--- config.mk ---
export PLATFORM = sky130hd
export DESIGN_NAME = store_buffer_flat
export DESIGN_NICKNAME = d
export VERILOG_FILES = /design/src/rtl/store_buffer_if.sv /design/src/rtl/store_buffer.sv /design/src/flat_wrapper.sv
export SDC_FILE = /design/constraint.sdc
export NUM_CORES = 1
export LEC_CHECK = 0
export CELL_PAD_IN_SITES_DETAIL_PLACEMENT = 2
export CELL_PAD_IN_SITES_GLOBAL_PLACEMENT = 2
export CORE_AREA = 10 10 211 233
export CTS_BUF_LIST = sky130_fd_sc_hd__clkbuf_8
export DETAILED_ROUTE_END_ITERATION = 7
export DIE_AREA = 0 0 221 243
export HOLD_SLACK_MARGIN = 0.06
export MAX_ROUTING_LAYER = met4
export PLACE_DENSITY = 0.88
export SETUP_SLACK_MARGIN = 0.05
export SYNTH_ARGS = -nofsm -noshare
export SYNTH_HDL_FRONTEND = slang
export SYNTH_SLANG_ARGS = --single-unit
--- constraint.sdc ---
create_clock -name clk -period 9.06 [get_ports clk]
set_input_delay 0.906 -clock clk [delete_from_list [all_inputs] [get_ports clk]]
set_output_delay 0.906 -clock clk [all_outputs]
set_load 0.05 [all_outputs]
--- src/rtl/store_buffer_if.sv ---
// Bundles the store-stage, memory-drain and load-forwarding signals of the store buffer.
// The slave modport faces the buffer; the master modport faces its environment.
interface store_buffer_if #(
   parameter int unsigned DEPTH  = 4,
   parameter int unsigned ADDR_W = 32,
   parameter int unsigned DATA_W = 32
);
   localparam int unsigned CntW = $clog2(DEPTH + 1);

   // Store stage
   logic              write_enable;
   logic [ADDR_W-1:0] address;
   logic [DATA_W-1:0] write_data;
   logic              full;
   logic              empty;
   logic [CntW-1:0]   count;
   logic              misaligned;
   logic              overflow;

   // Memory drain
   logic              mem_req;
   logic [ADDR_W-1:0] mem_addr;
   logic [DATA_W-1:0] mem_wdata;
   logic              mem_ack;

   // Load forwarding
   logic [ADDR_W-1:0] ld_addr;
   logic              ld_hit;
   logic [DATA_W-1:0] ld_data;

   modport master (
      output write_enable, address, write_data, mem_ack, ld_addr,
      input  full, empty, count, misaligned, overflow,
      input  mem_req, mem_addr, mem_wdata, ld_hit, ld_data
   );

   modport slave (
      input  write_enable, address, write_data, mem_ack, ld_addr,
      output full, empty, count, misaligned, overflow,
      output mem_req, mem_addr, mem_wdata, ld_hit, ld_data
   );
endinterface

--- src/rtl/store_buffer.sv ---
// In-order write buffer between the store stage and data memory, with
// store-to-load forwarding of the youngest queued store to a matching word address.
module store_buffer #(
   parameter int unsigned DEPTH  = 4,
   parameter int unsigned ADDR_W = 32,
   parameter int unsigned DATA_W = 32
) (
   input  logic           clk,
   input  logic           reset,
   store_buffer_if.slave  bus
);
   localparam int unsigned PtrW = (DEPTH > 1) ? $clog2(DEPTH) : 1;
   localparam int unsigned CntW = $clog2(DEPTH + 1);
   localparam logic [CntW-1:0] CntFull = CntW'(DEPTH);

   logic [ADDR_W-1:0] r_addr [DEPTH];
   logic [DATA_W-1:0] r_data [DEPTH];
   logic [PtrW-1:0]   r_wr_ptr;
   logic [PtrW-1:0]   r_rd_ptr;
   logic [CntW-1:0]   r_count;
   logic              r_misaligned;
   logic              r_overflow;

   logic              w_full;
   logic              w_empty;
   logic              w_aligned;
   logic              w_push;
   logic              w_pop;
   logic              w_reject_mis;
   logic              w_reject_full;
   logic [ADDR_W-1:0] w_ld_word;
   logic [PtrW-1:0]   w_idx;
   logic              w_ld_hit;
   logic [DATA_W-1:0] w_ld_data;

   assign w_full    = (r_count == CntFull);
   assign w_empty   = (r_count == '0);
   assign w_aligned = (bus.address[1:0] == 2'b00);

   // Push/reject decisions use the pre-edge count, so a full buffer rejects
   // even when the head is popped in the same cycle.
   assign w_push        = bus.write_enable && w_aligned && !w_full;
   assign w_reject_mis  = bus.write_enable && !w_aligned;
   assign w_reject_full = bus.write_enable && w_aligned && w_full;
   assign w_pop         = !w_empty && bus.mem_ack;

   always_ff @(posedge clk) begin
      if (reset) begin
         for (int i = 0; i < DEPTH; i++) begin
            r_addr[i] <= '0;
            r_data[i] <= '0;
         end
         r_wr_ptr     <= '0;
         r_rd_ptr     <= '0;
         r_count      <= '0;
         r_misaligned <= 1'b0;
         r_overflow   <= 1'b0;
      end else begin
         if (w_push) begin
            r_addr[r_wr_ptr] <= bus.address;
            r_data[r_wr_ptr] <= bus.write_data;
            r_wr_ptr         <= r_wr_ptr + PtrW'(1);
         end
         if (w_pop) begin
            r_rd_ptr <= r_rd_ptr + PtrW'(1);
         end
         unique case ({w_push, w_pop})
            2'b10:   r_count <= r_count + CntW'(1);
            2'b01:   r_count <= r_count - CntW'(1);
            default: r_count <= r_count;
         endcase
         r_misaligned <= w_reject_mis;
         r_overflow   <= w_reject_full;
      end
   end

   // Walk entries oldest to youngest so the last match (youngest) wins.
   assign w_ld_word = bus.ld_addr >> 2;

   always_comb begin
      w_ld_hit  = 1'b0;
      w_ld_data = '0;
      w_idx     = '0;
      for (int i = 0; i < DEPTH; i++) begin
         w_idx = r_rd_ptr + PtrW'(i);
         if ((CntW'(i) < r_count) && ((r_addr[w_idx] >> 2) == w_ld_word)) begin
            w_ld_hit  = 1'b1;
            w_ld_data = r_data[w_idx];
         end
      end
   end

   assign bus.full       = w_full;
   assign bus.empty      = w_empty;
   assign bus.count      = r_count;
   assign bus.misaligned = r_misaligned;
   assign bus.overflow   = r_overflow;
   assign bus.mem_req    = !w_empty;
   assign bus.mem_addr   = r_addr[r_rd_ptr];
   assign bus.mem_wdata  = r_data[r_rd_ptr];
   assign bus.ld_hit     = w_ld_hit;
   assign bus.ld_data    = w_ld_data;
endmodule

--- src/flat_wrapper.sv ---
// flat-port wrapper written by rule: the top's interface ports become plain ports
module store_buffer_flat 
#(
   parameter int unsigned DEPTH  = 4,
   parameter int unsigned ADDR_W = 32,
   parameter int unsigned DATA_W = 32
)
  (clk, reset, bus_write_enable, bus_address, bus_write_data, bus_mem_ack, bus_ld_addr, bus_full, bus_empty, bus_count, bus_misaligned, bus_overflow, bus_mem_req, bus_mem_addr, bus_mem_wdata, bus_ld_hit, bus_ld_data);
  store_buffer_if #(.DEPTH(DEPTH), .ADDR_W(ADDR_W), .DATA_W(DATA_W)) bus_i ();
  input  logic clk;
  input  logic reset;
  input wire logic [$bits(bus_i.write_enable)-1:0] bus_write_enable;
  input wire logic [$bits(bus_i.address)-1:0] bus_address;
  input wire logic [$bits(bus_i.write_data)-1:0] bus_write_data;
  input wire logic [$bits(bus_i.mem_ack)-1:0] bus_mem_ack;
  input wire logic [$bits(bus_i.ld_addr)-1:0] bus_ld_addr;
  output wire logic [$bits(bus_i.full)-1:0] bus_full;
  output wire logic [$bits(bus_i.empty)-1:0] bus_empty;
  output wire logic [$bits(bus_i.count)-1:0] bus_count;
  output wire logic [$bits(bus_i.misaligned)-1:0] bus_misaligned;
  output wire logic [$bits(bus_i.overflow)-1:0] bus_overflow;
  output wire logic [$bits(bus_i.mem_req)-1:0] bus_mem_req;
  output wire logic [$bits(bus_i.mem_addr)-1:0] bus_mem_addr;
  output wire logic [$bits(bus_i.mem_wdata)-1:0] bus_mem_wdata;
  output wire logic [$bits(bus_i.ld_hit)-1:0] bus_ld_hit;
  output wire logic [$bits(bus_i.ld_data)-1:0] bus_ld_data;
  assign bus_i.write_enable = bus_write_enable;
  assign bus_i.address = bus_address;
  assign bus_i.write_data = bus_write_data;
  assign bus_i.mem_ack = bus_mem_ack;
  assign bus_i.ld_addr = bus_ld_addr;
  assign bus_full = bus_i.full;
  assign bus_empty = bus_i.empty;
  assign bus_count = bus_i.count;
  assign bus_misaligned = bus_i.misaligned;
  assign bus_overflow = bus_i.overflow;
  assign bus_mem_req = bus_i.mem_req;
  assign bus_mem_addr = bus_i.mem_addr;
  assign bus_mem_wdata = bus_i.mem_wdata;
  assign bus_ld_hit = bus_i.ld_hit;
  assign bus_ld_data = bus_i.ld_data;
  store_buffer #(.DEPTH(DEPTH), .ADDR_W(ADDR_W), .DATA_W(DATA_W)) u_core (.clk(clk), .reset(reset), .bus(bus_i));
endmodule
==> flow_metrics.py <==
metrics = {
    "drt": {
        "vias": 14695,
        "drt_wl_total_mm": 71.8,
        "drc_errors": 0,
        "vias_per_cell": 6.23,
        "ant_nets": 0,
        "drt_iter0_drc": 1193,
        "drtPass1Iterations": 5,
        "wire_per_inst_um": 30.4,
    },
    "layout": {
        "final_common_cell": "edfxtp_1",
        "nets": 1846,
        "final.fill_count": 4343,
        "area_growth_pct": 17.0,
        "multiInputGateArea_mm2": 0.0101,
        "drive_above_1_share_pct": 20.2,
        "final-seq-area_mm2": 0.00792,
        "utilization_pct": 50.0,
        "final_cell_mix": "edfxtp_1, clkdlybuf4s50_1, nor2_1, nand2_1, mux4_2",
        "postLayoutCellArea_mm2": 0.0221,
    },
    "die": {
        "initial_core_util_pct": 42.7,
        "core_area_mm2": 0.0442,
        "dieArea_mm2": 0.0537,
        "ios": 205,
        "row_count": 81,
        "die_w_um": 221,
        "die-height_um": 243,
    },
    "cts": {
        "post_cts.repair.setup_buffers": 0,
        "clockBufferDepth": 3,
        "numCtsBuffers": 47,
        "cts-hold-fix-buffers": 0,
        "cts-resized-gates": 0,
        "cts_tree": "yes",
        "path_clk_slew_ns": 0.06,
        "cts_num_sinks": 267,
        "clock-root-buffer": "clkbuf_8",
        "cts_max_level": 2,
        "worstSkewPairLatency_ns": 0.64,
    },
    "place": {
        "port_buffers": 202,
        "globalplace.congestion": 0.938,
        "placed_area_mm2": 0.0212,
        "dp_hpwl_mm": 49.2,
        "place_ws_ns": 2.49,
    },
    "timing": {
        "skew_ns": 0.0301,
        "setup_viol": 0,
        "fin_crit_sh_pct": 81.7,
        "max_slew_margin_pct": 29.1,
        "hold_viol": 0,
        "worst_slew_pin_slew_ns": 1.06,
        "rsz0062_at_grt": "false",
        "period_needed_ns": 7.41,
        "setup_tns_ns": 0,
        "fin_ws_ns": 1.65,
        "clock.fmax_ghz": 0.135,
        "slew_viol_final": 0,
    },
    "global_routing": {
        "grt_pass1_vias": 16431,
        "grt_pass1_wl_mm": 107,
        "grt.total_usage_pct": 26.5,
        "grt_overflow": 0,
        "grt_max_degree": 112,
        "antenna_found_initial": 3,
    },
    "logic_synthesis": {
        "yosysSeqAreaShare_pct": 41.9,
        "synthCells": 1599,
        "synth_flop_cell": "edfxtp_1",
        "netlist_top_cells_area": "edfxtp_1, mux4_2, mux2i_1, nor2_1, nand2_1",
        "synth_area_mm2": 0.0189,
        "yosysTopAreaCell": "edfxtp_1",
        "yosysWarnings": 0,
        "syn_avg_cell_area_um2": 11.8,
        "synth.distinct_cells": 64,
        "yosys.area.top_type_share_pct": 40.7,
        "async_reset_ff_share_pct": 0,
        "synth_seq_cells": 267,
        "synth_edf_count": 256,
    },
    "worst_setup_path": {
        "crit_chain": "buf_4, mux4_2, xnor2_1, nor4_1, o2111ai_1, nor4_1, a31o_2, buf_4, nand3_2, a22oi_2, clkdlybuf4s50_1",
        "path_buf_inv": 3,
        "cp_max_fo": 54,
        "worst_setup_path_end_kind": "output port",
        "critPathLaunchType": "flip-flop",
        "crit_family": "buffers and inverters",
        "worstPathArrival_ns": 6.50,
        "crit_slowest_cell": "dfxtp_4",
        "crit_required_ns": 8.15,
        "crit_path_max_incr_delay_ns": 0.89,
        "critical_path_class": "flip-flop to output port",
    },
    "power": {
        "p_leak_nw": 7.55,
        "power.density_mw_per_mm2": 223,
        "power_mw": 4.92,
        "ir_drop_v": 0.000216,
    },
    "outcome": {
        "status": "complete, no violations",
    },
    "hold_path": {
        "hp-class": "flip-flop to flip-flop",
    },
    "job": {
        "drv_cap": 0,
    },
}
-- cell type report --
| class | instances | share of cell area, % |
|---|---|---|
| Multi-Input combinational cell | 1126 | 45.6 |
| Sequential cell | 267 | 35.9 |
| Clock buffer | 51 | 3.18 |
| Tap cell | 581 | 3.29 |
| Antenna cell | 3 | 0.0340 |
| Timing Repair Buffer | 227 | 10.1 |
| Inverter | 72 | 1.22 |
| Clock inverter | 32 | 0.742 |
-- kinds of logic after synthesis --
logic type,share of synthesized area (%)
AND/OR/NAND/NOR,11.8
multiplexers,27.7
flip-flops,41.9
AO/OA/AOI/OAI,8.24
buffers and inverters,5.22
XOR/XNOR,4.87
adder cells (fa/ha/maj),0.331
other,0.0199
-- power breakdown --
| part | leakage (nW) | total [mW] | switching, mW | internal, mW |
|---|---|---|---|---|
| logic | 4.33 | 2.24 | 1.30 | 0.945 |
| clock network | 0.492 | 1.08 | 0.537 | 0.545 |
| registers | 2.74 | 1.60 | 0.175 | 1.42 |
-- Yosys cell counts, drive strengths merged (2+ instances only) --
library cell,n
a22oi,33
nand2b,5
mux4,136
mux2i,125
o221ai,2
edfxtp,256
nand2,139
and3,4
a211oi,3
nor2,155
nor4,14
o22ai,12
a21oi,50
o2111ai,6
o21bai,2
clkinv,2
o2bb2ai,5
or3,3
xnor2,57
buf,70
and3b,2
dfxtp,11
nand3,41
a31o,2
a222oi,3
mux2,69
or2,2
o21ai,75
xor2,48
a31oi,2
inv,70
a22o,2
and2,65
nor3,12
a221oi,7
ha,5
nor2b,3
o211ai,2
a2111oi,8
nand4,8
clkbuf,71
-- state kept, by name, indices dropped and copies added, names as in the netlist, named ones only --
signal / cells
u_core.r_wr_ptr: 2
u_core.bus.count: 3
u_core.r_data: 128
u_core.r_addr: 128
u_core.bus.overflow: 1
u_core.bus.misaligned: 1
u_core.r_rd_ptr: 2
-- worst reg2reg max path, delay by kind of cell (launching register included) --
kind | cells | cell delay (ns)
buf+inv | 4 | 1.68
simple gates | 4 | 1.20
flops | 1 | 0.52
fa+ha+maj | 1 | 0.24
-- stage by stage --
step	hold slack (ns)	cells
final	0.662	2359
after global routing	0.685	2359
after CTS	0.673	2356
after detailed placement	0.659	2273
after global placement	0.608	2273
after floorplan	0.536	1606
-- routing by layer --
layer  wire, um  share of wire, %  global-route usage (%)  vias to the layer above
met5          0                 0                       -                        -
met4       3210               4.5                    11.8                        0
met3       3150               4.4                    3.64                      164
met2      37900                53                    47.2                      543
met1      27500                38                    29.1                     7738
li1           -                 -                       -                     6250
-- final timing paths --
path	startpoint	endpoint	slack, ns	cells after the start
hold / removal	u_core.r_wr_ptr[0]$_SDFFE_PP0P_	u_core.r_wr_ptr[0]$_SDFFE_PP0P_	0.66	2
setup reg to reg	u_core.bus.count[0]$_SDFFE_PP0P_	u_core.r_data[0][6]$_SDFFCE_PN0P_	5.00	9
setup / recovery	u_core.r_rd_ptr[1]$_SDFFE_PP0P_	bus_ld_data[30]	1.65	11
hold reg to reg	u_core.r_wr_ptr[0]$_SDFFE_PP0P_	u_core.r_wr_ptr[0]$_SDFFE_PP0P_	0.66	2
(Power assumes the default switching activity.)
